===== src/rtl/ddr_word_rx.sv =====
// Dual-edge byte receiver: pairs rise/fall bytes, hunts for a sync word, then queues aligned words.
// Optional DDR_RX_STATS_EN adds pushed-word and dropped-word counters.
module ddr_word_rx #(
    parameter int          DEPTH     = 4,
    parameter logic [15:0] SYNC_WORD = 16'hA55A
) (
    input  logic        clk,
    input  logic        rst,
    input  logic [7:0]  din,
    input  logic        din_vld,
    input  logic        resync,
    output logic [15:0] dout,
    output logic        dout_valid,
    input  logic        dout_ready,
    output logic        locked,
    output logic        overflow,
    output logic        dbg_state
`ifdef DDR_RX_STATS_EN
    ,
    output logic [15:0] word_cnt,
    output logic [7:0]  drop_cnt
`endif
);

    localparam int AW = (DEPTH > 1) ? $clog2(DEPTH) : 1;
    localparam int PW = AW + 1;

    typedef enum logic {
        HUNT   = 1'b0,
        LOCKED = 1'b1
    } state_e;

    state_e        state_q, state_d;
    logic [7:0]    rise_q;
    logic [7:0]    fall_q;
    logic          pend_q;
    logic [15:0]   pair;
    logic [15:0]   mem_q [DEPTH];
    logic [PW-1:0] wr_ptr_q, wr_ptr_d;
    logic [PW-1:0] rd_ptr_q, rd_ptr_d;
    logic          overflow_q, overflow_d;
    logic          push_req;
    logic          resync_drop;
    logic          empty;
    logic          full;
    logic          pop;
    logic          push_ok;
    logic          ovf_drop;

    // Fall byte is taken half a cycle after the rise byte; no qualifier at this edge.
    always_ff @(negedge clk) begin
        if (rst) fall_q <= '0;
        else     fall_q <= din;
    end

    always_ff @(posedge clk) begin
        if (rst) begin
            rise_q <= '0;
            pend_q <= 1'b0;
        end else begin
            pend_q <= din_vld;
            if (din_vld) rise_q <= din;
        end
    end

    assign pair = {fall_q, rise_q};

    always_ff @(posedge clk) begin
        if (rst) state_q <= HUNT;
        else     state_q <= state_d;
    end

    always_comb begin
        state_d = state_q;
        case (state_q)
            HUNT:    if (!resync && pend_q && pair == SYNC_WORD) state_d = LOCKED;
            LOCKED:  if (resync) state_d = HUNT;
            default: state_d = HUNT;
        endcase
    end

    // Resync outranks a push completing in the same cycle.
    always_comb begin
        locked      = (state_q == LOCKED);
        dbg_state   = state_q;
        push_req    = (state_q == LOCKED) && pend_q && !resync;
        resync_drop = (state_q == LOCKED) && pend_q && resync;
    end

    assign empty    = (wr_ptr_q == rd_ptr_q);
    assign full     = (wr_ptr_q[AW] != rd_ptr_q[AW]) &&
                      (wr_ptr_q[AW-1:0] == rd_ptr_q[AW-1:0]);
    assign pop      = !empty && dout_ready;
    assign push_ok  = push_req && (!full || pop);
    assign ovf_drop = push_req && full && !pop;

    always_comb begin
        wr_ptr_d   = wr_ptr_q + {{AW{1'b0}}, push_ok};
        rd_ptr_d   = rd_ptr_q + {{AW{1'b0}}, pop};
        overflow_d = overflow_q | ovf_drop;
    end

    always_ff @(posedge clk) begin
        if (rst) begin
            wr_ptr_q   <= '0;
            rd_ptr_q   <= '0;
            overflow_q <= 1'b0;
        end else begin
            wr_ptr_q   <= wr_ptr_d;
            rd_ptr_q   <= rd_ptr_d;
            overflow_q <= overflow_d;
        end
    end

    // Storage needs no reset: the head is masked while the FIFO is empty.
    always_ff @(posedge clk) begin
        if (push_ok) mem_q[wr_ptr_q[AW-1:0]] <= pair;
    end

    assign dout       = empty ? 16'h0000 : mem_q[rd_ptr_q[AW-1:0]];
    assign dout_valid = !empty;
    assign overflow   = overflow_q;

`ifdef DDR_RX_STATS_EN
    logic [15:0] word_cnt_q, word_cnt_d;
    logic [7:0]  drop_cnt_q, drop_cnt_d;

    always_comb begin
        word_cnt_d = word_cnt_q + {15'd0, push_ok};
        drop_cnt_d = drop_cnt_q;
        if ((ovf_drop || resync_drop) && drop_cnt_q != 8'hFF) drop_cnt_d = drop_cnt_q + 8'd1;
    end

    always_ff @(posedge clk) begin
        if (rst) begin
            word_cnt_q <= '0;
            drop_cnt_q <= '0;
        end else begin
            word_cnt_q <= word_cnt_d;
            drop_cnt_q <= drop_cnt_d;
        end
    end

    assign word_cnt = word_cnt_q;
    assign drop_cnt = drop_cnt_q;
`endif

endmodule


===== config.mk =====
export PLATFORM = sky130hd
export DESIGN_NAME = ddr_word_rx
export DESIGN_NICKNAME = d
export VERILOG_FILES = /design/src/rtl/ddr_word_rx.sv
export SDC_FILE = /design/constraint.sdc
export NUM_CORES = 1
export LEC_CHECK = 0
export ABC_CLOCK_PERIOD_IN_PS = 8000
export CAP_MARGIN = 25
export CORE_ASPECT_RATIO = 2
export CORE_MARGIN = 10
export CORE_UTILIZATION = 40
export DETAILED_ROUTE_END_ITERATION = 10
export GPL_TIMING_DRIVEN = 0
export PLACE_DENSITY = 0.59
export SYNTH_ARGS = -nofsm -noshare
export SYNTH_HDL_FRONTEND = slang
export SYNTH_SLANG_ARGS = --single-unit

===== constraint.sdc =====
create_clock -name clk -period 8 [get_ports clk]
set_input_delay 0.8 -clock clk [delete_from_list [all_inputs] [get_ports clk]]
set_output_delay 0.8 -clock clk [all_outputs]
set_load 0.005 [all_outputs]

; ---- After elaboration in Yosys (flattened, before gate mapping)
; Memory sizes are Yosys's and may differ from the RTL's. A register that Yosys moved wholly into a read port is not among the register bits.
; Cells that the tools add are included.
[op_classes]
add_sub_neg = 2
n_eq_ne = 4
n_mux = 7
bitwise = 2
reduce_logical = 14
[op_table]
columns = operator, n
row1 = $eq 16x16->1 const B, 1
row2 = $mux 16, 1
row3 = $logic_and 1x1->1, 9
row4 = $add 3x1->3, 2
row5 = $logic_not 1->1, 4
row6 = $mux 1, 4
row7 = $eq 3x3->1, 1
row8 = $eq 2x2->1, 1
row9 = $mux 2, 1
row10 = $pmux 1 s2, 1
row11 = $logic_or 1x1->1, 1
row12 = $ne 1x1->1, 1
row13 = $not 1->1, 1
row14 = $or 1x1->1, 1
[word_totals]
register_bits = 25
ramBits = 64
inputBits = 13
wordCells = 37
n_memories = 1
[mem_list]
columns = name, depth, word_bits, rd, rd_ports_with_merged_regs, write_ports, line
row1 = mem_q, 4, 16, 1, 1, 1, 38  ; logic [15:0] mem_q [DEPTH];

; ---- Logic depth before layout (Yosys ltp)
[logic_depth]
depth_word = 7
mapped_depth = 8

==> flow_metrics.env <==
export IMPL_run_status="finished, final reports clean"
export IMPL_drt_wirelength_per_cell_um=17.9
export IMPL_power_density_nw_per_um2=229
export IMPL_die_width_um=85.4
export IMPL_yosys_area_top_type="sky130_fd_sc_hd__edfxtp_1"
export IMPL_critPathLaunchType="primary input"
export IMPL_cts_buffers_inserted=9
export IMPL_synth_sequential_area_ratio_pct=70.7
export IMPL_floorplan_initialDensity_pct=41.3
export IMPL_netlist_area_um2=3420
export IMPL_die_height_um=151
export IMPL_pin_count_of_the_biggest_net_entering_global_routing=16
export IMPL_setup_viol=0
export IMPL_peak_ir_drop_on_the_vdd_network_v=0.000147
export IMPL_dieArea_um2=12900
export IMPL_number_of_violations_reported_at_the_end_of_detailed_routing_iteration_0=127
export IMPL_synth_ff_latch_count=89
export IMPL_ys_warn_count=0
export IMPL_clock_latency_ns=0.40
export IMPL_tritoncts="yes"
export IMPL_global_route_overflow_total=0
export IMPL_fin_setup_tns_ns=0
export IMPL_detailroute_via_count=1764
export IMPL_count_of_tritonroute_iterations_in_the_first_routing_pass=5
export IMPL_synth_top_area_cells="sky130_fd_sc_hd__edfxtp_1 56%, sky130_fd_sc_hd__dfxtp_1 15%, sky130_fd_sc_hd__mux4_2 6.6%"
export IMPL_cp_required_ns=4.26
export IMPL_leakage_nw=1.55
export IMPL_slew_headroom_pct=53.8
export IMPL_timing_critical_path_slowest_stage_cell="sky130_fd_sc_hd__clkbuf_1"
export IMPL_final_layout_size_suffix_gt1_share_pct=16.7
export IMPL_post_cts_setup_buffer_count=0
export IMPL_path_max_fanout=10
export IMPL_number_of_antenna_violations_at_the_first_check_in_global_routing=0
export IMPL_port_bufs=30
export IMPL_crit_path_class="primary input to flip-flop"
export IMPL_yosys_area_top_type_share_pct=56.1
export IMPL_clk_tree_root_cell="sky130_fd_sc_hd__clkbuf_16"
export IMPL_drv_cap=0
export IMPL_dp_final_hpwl_um=4380
export IMPL_placement_rows=47
export IMPL_seqPwrFrac_pct=51.6
export IMPL_wl_um=6270
export IMPL_clk_transition_reported_paths_ns=0.06
export IMPL_path_cells="clkbuf_1, clkbuf_1, nor2b_1"
export IMPL_cp_top_family="buffers and inverters"
export IMPL_ctsHoldBuffers=0
export IMPL_worstSetupEndpointType="flip-flop"
export IMPL_total_count_of_hold_check_failures_in_the_final_report=0
export IMPL_crit_path_max_incr_delay_ns=0.40
export IMPL_antenna_cells=0
export IMPL_worstHoldPathType="flip-flop to flip-flop"
export IMPL_design_area_um2=4280
export IMPL_design_final_nets=264
export IMPL_proportion_of_power_drawn_by_combinational_gates_pct=1.7
export IMPL_clock_power_share_pct=46.8
export IMPL_placement_cell_area_um2=3920
export IMPL_power_switching_mw=0.191
export IMPL_max_clock_path_buffers=2
export IMPL_area_growth_synth_to_final_pct=24.9
export IMPL_p_sw_share_pct=19.5
export IMPL_critical_path_n_buffers_inverters=2
export IMPL_fin_worst_skew_ns=0.0688
export IMPL_final_count_of_pins_violating_max_slew=0
export IMPL_global_route_wire_length_before_repair_um=10100
export IMPL_synthesis_area_per_instance_um2=17.6
export IMPL_tritoncts_num_sinks=89
export IMPL_cpMostUsedCell="sky130_fd_sc_hd__clkbuf_1"
export IMPL_detail_route_vias_per_cell=5.04
export IMPL_postCtsResizedCells=0
export IMPL_antenna_left=0
export IMPL_core_area_um2=8290
export IMPL_globalplace_congestion=0.770
export IMPL_internal_power_mw=0.790
export IMPL_arrival_ns=1.61
export IMPL_max_slew_worst_pin_slew_ns=0.691
export IMPL_syn_num_nets=212
export IMPL_post_route_drc_count=0
export IMPL_globalRouteTotalUtil_pct=10.4
export IMPL_cts_max_level=3
export IMPL_synth_cell_type_count=30
export IMPL_post_synthesis_instance_total=195
export IMPL_post_route_util_pct=51.6
export IMPL_io_pins=33
export IMPL_first_global_vias=1956
export IMPL_grt_setup_unrepaired="no"
cell usage in the layout (no fill, tap or decap), drive strengths merged:
| master | Yosys | routed |
|---|---|---|
| nor3 | 1 | 1 |
| xor2 | 1 | 1 |
| ha | 4 | 4 |
| nor4 | 1 | 1 |
| nor2 | 12 | 12 |
| and2 | 17 | 17 |
| nand4 | 2 | 2 |
| dfxtp | 25 | 25 |
| nand2b | 1 | 1 |
| nand3b | 3 | 3 |
| xnor2 | 4 | 4 |
| nor4bb | 2 | 2 |
| a41o | 1 | 1 |
| mux2i | 8 | 8 |
| edfxtp | 64 | 64 |
| nand2 | 2 | 2 |
| o21ai | 1 | 1 |
| inv | 3 | 10 |
| nor3b | 2 | 2 |
| clkbuf | 3 | 13 |
| buf | 7 | 11 |
| nor2b | 13 | 13 |
| mux4 | 16 | 16 |
| o31ai | 1 | 1 |
| and4b | 1 | 1 |
| bufinv | 0 | 2 |
| clkinv | 0 | 4 |
| clkdlybuf4s50 | 0 | 30 |
cell type report:
| type | instances | area, µm² |
|---|---|---|
| Buffer | 10 | 70.1 |
| Clock buffer | 10 | 250 |
| Clock inverter | 14 | 109 |
| Fill cell | 685 | 4020 |
| Inverter | 2 | 7.51 |
| Multi-Input combinational cell | 93 | 938 |
| Sequential cell | 89 | 2420 |
| Tap cell | 98 | 123 |
| Timing Repair Buffer | 34 | 357 |
through the flow:
step / hold slack (ns) / cells / power (mW) / setup slack [ns]
floorplan: 0.456 / 195 / 0.528 / 2.50
global placement: 0.461 / 323 / 0.538 / 2.27
detailed placement: 0.459 / 327 / 0.539 / 2.22
CTS: 0.484 / 350 / 0.992 / 2.62
global route: 0.521 / 350 / 1.01 / 2.50
finish: 0.501 / 350 / 0.981 / 2.65
tightest hold or removal path: cells and delay by family (launching register included):
family	cells	cell delay, ns
and+or+nand+nor	1	0.06
AOI/OAI and AO/OA	1	0.06
DFF	1	0.34
per-layer routing:
layer | track usage (%) | share of wire [%]
met5 | 0 | 0
met2 | 18.8 | 54
met4 | 5.71 | 3.0
met1 | 9.91 | 38
met3 | 3.50 | 4.2
sequential cells by signal, summed over array words and instances (netlist names):
name / cells
dbg_state: 1
fall_q: 8
mem_q: 64
overflow: 1
pend_q: 1
rd_ptr_q: 3
rise_q: 8
wr_ptr_q: 3
worst paths after layout:
path                              from              endpoint  slack (ns)  cells after the start
setup / recovery                   rst  fall_q[4]$_SDFF_NP0_        2.65                      3
hold / removal     overflow$_SDFF_PP0_   overflow$_SDFF_PP0_        0.50                      2
hold reg to reg    overflow$_SDFF_PP0_   overflow$_SDFF_PP0_        0.50                      2
setup reg to reg  fall_q[2]$_SDFF_NP0_  dbg_state$_SDFF_PP0_        2.81                      3
cell usage after synthesis, drive strengths merged:
| cell | number |
|---|---|
| nor4 | 1 |
| xnor2 | 4 |
| nor3 | 1 |
| a41o | 1 |
| nand3b | 3 |
| buf | 7 |
| nand4 | 2 |
| mux2i | 8 |
| nand2b | 1 |
| edfxtp | 64 |
| nor4bb | 2 |
| nor2 | 12 |
| nand2 | 2 |
| o21ai | 1 |
| inv | 3 |
| and2 | 17 |
| nor3b | 2 |
| dfxtp | 25 |
| and4b | 1 |
| ha | 4 |
| nor2b | 13 |
| mux4 | 16 |
| xor2 | 1 |
| o31ai | 1 |
| clkbuf | 3 |
kinds of logic after synthesis:
kind of cell    share of synthesized area (%)
flops                                    70.7
simple gates                             9.97
mux                                      13.5
buf+inv                                  2.37
xor+xnor                                 1.28
fa+ha+maj                                1.46
compound gates                          0.658
power by group through the flow:
stage	combinational (mW)	sequential (mW)	clock, mW
after floorplan	0.00861	0.512	0.00694
after CTS	0.0166	0.506	0.469
after detailed placement	0.0166	0.516	0.00694
final	0.0164	0.506	0.459
after global routing	0.0181	0.507	0.488
after global placement	0.0162	0.515	0.00694
No activity file was read; power rests on OpenSTA's default activity.
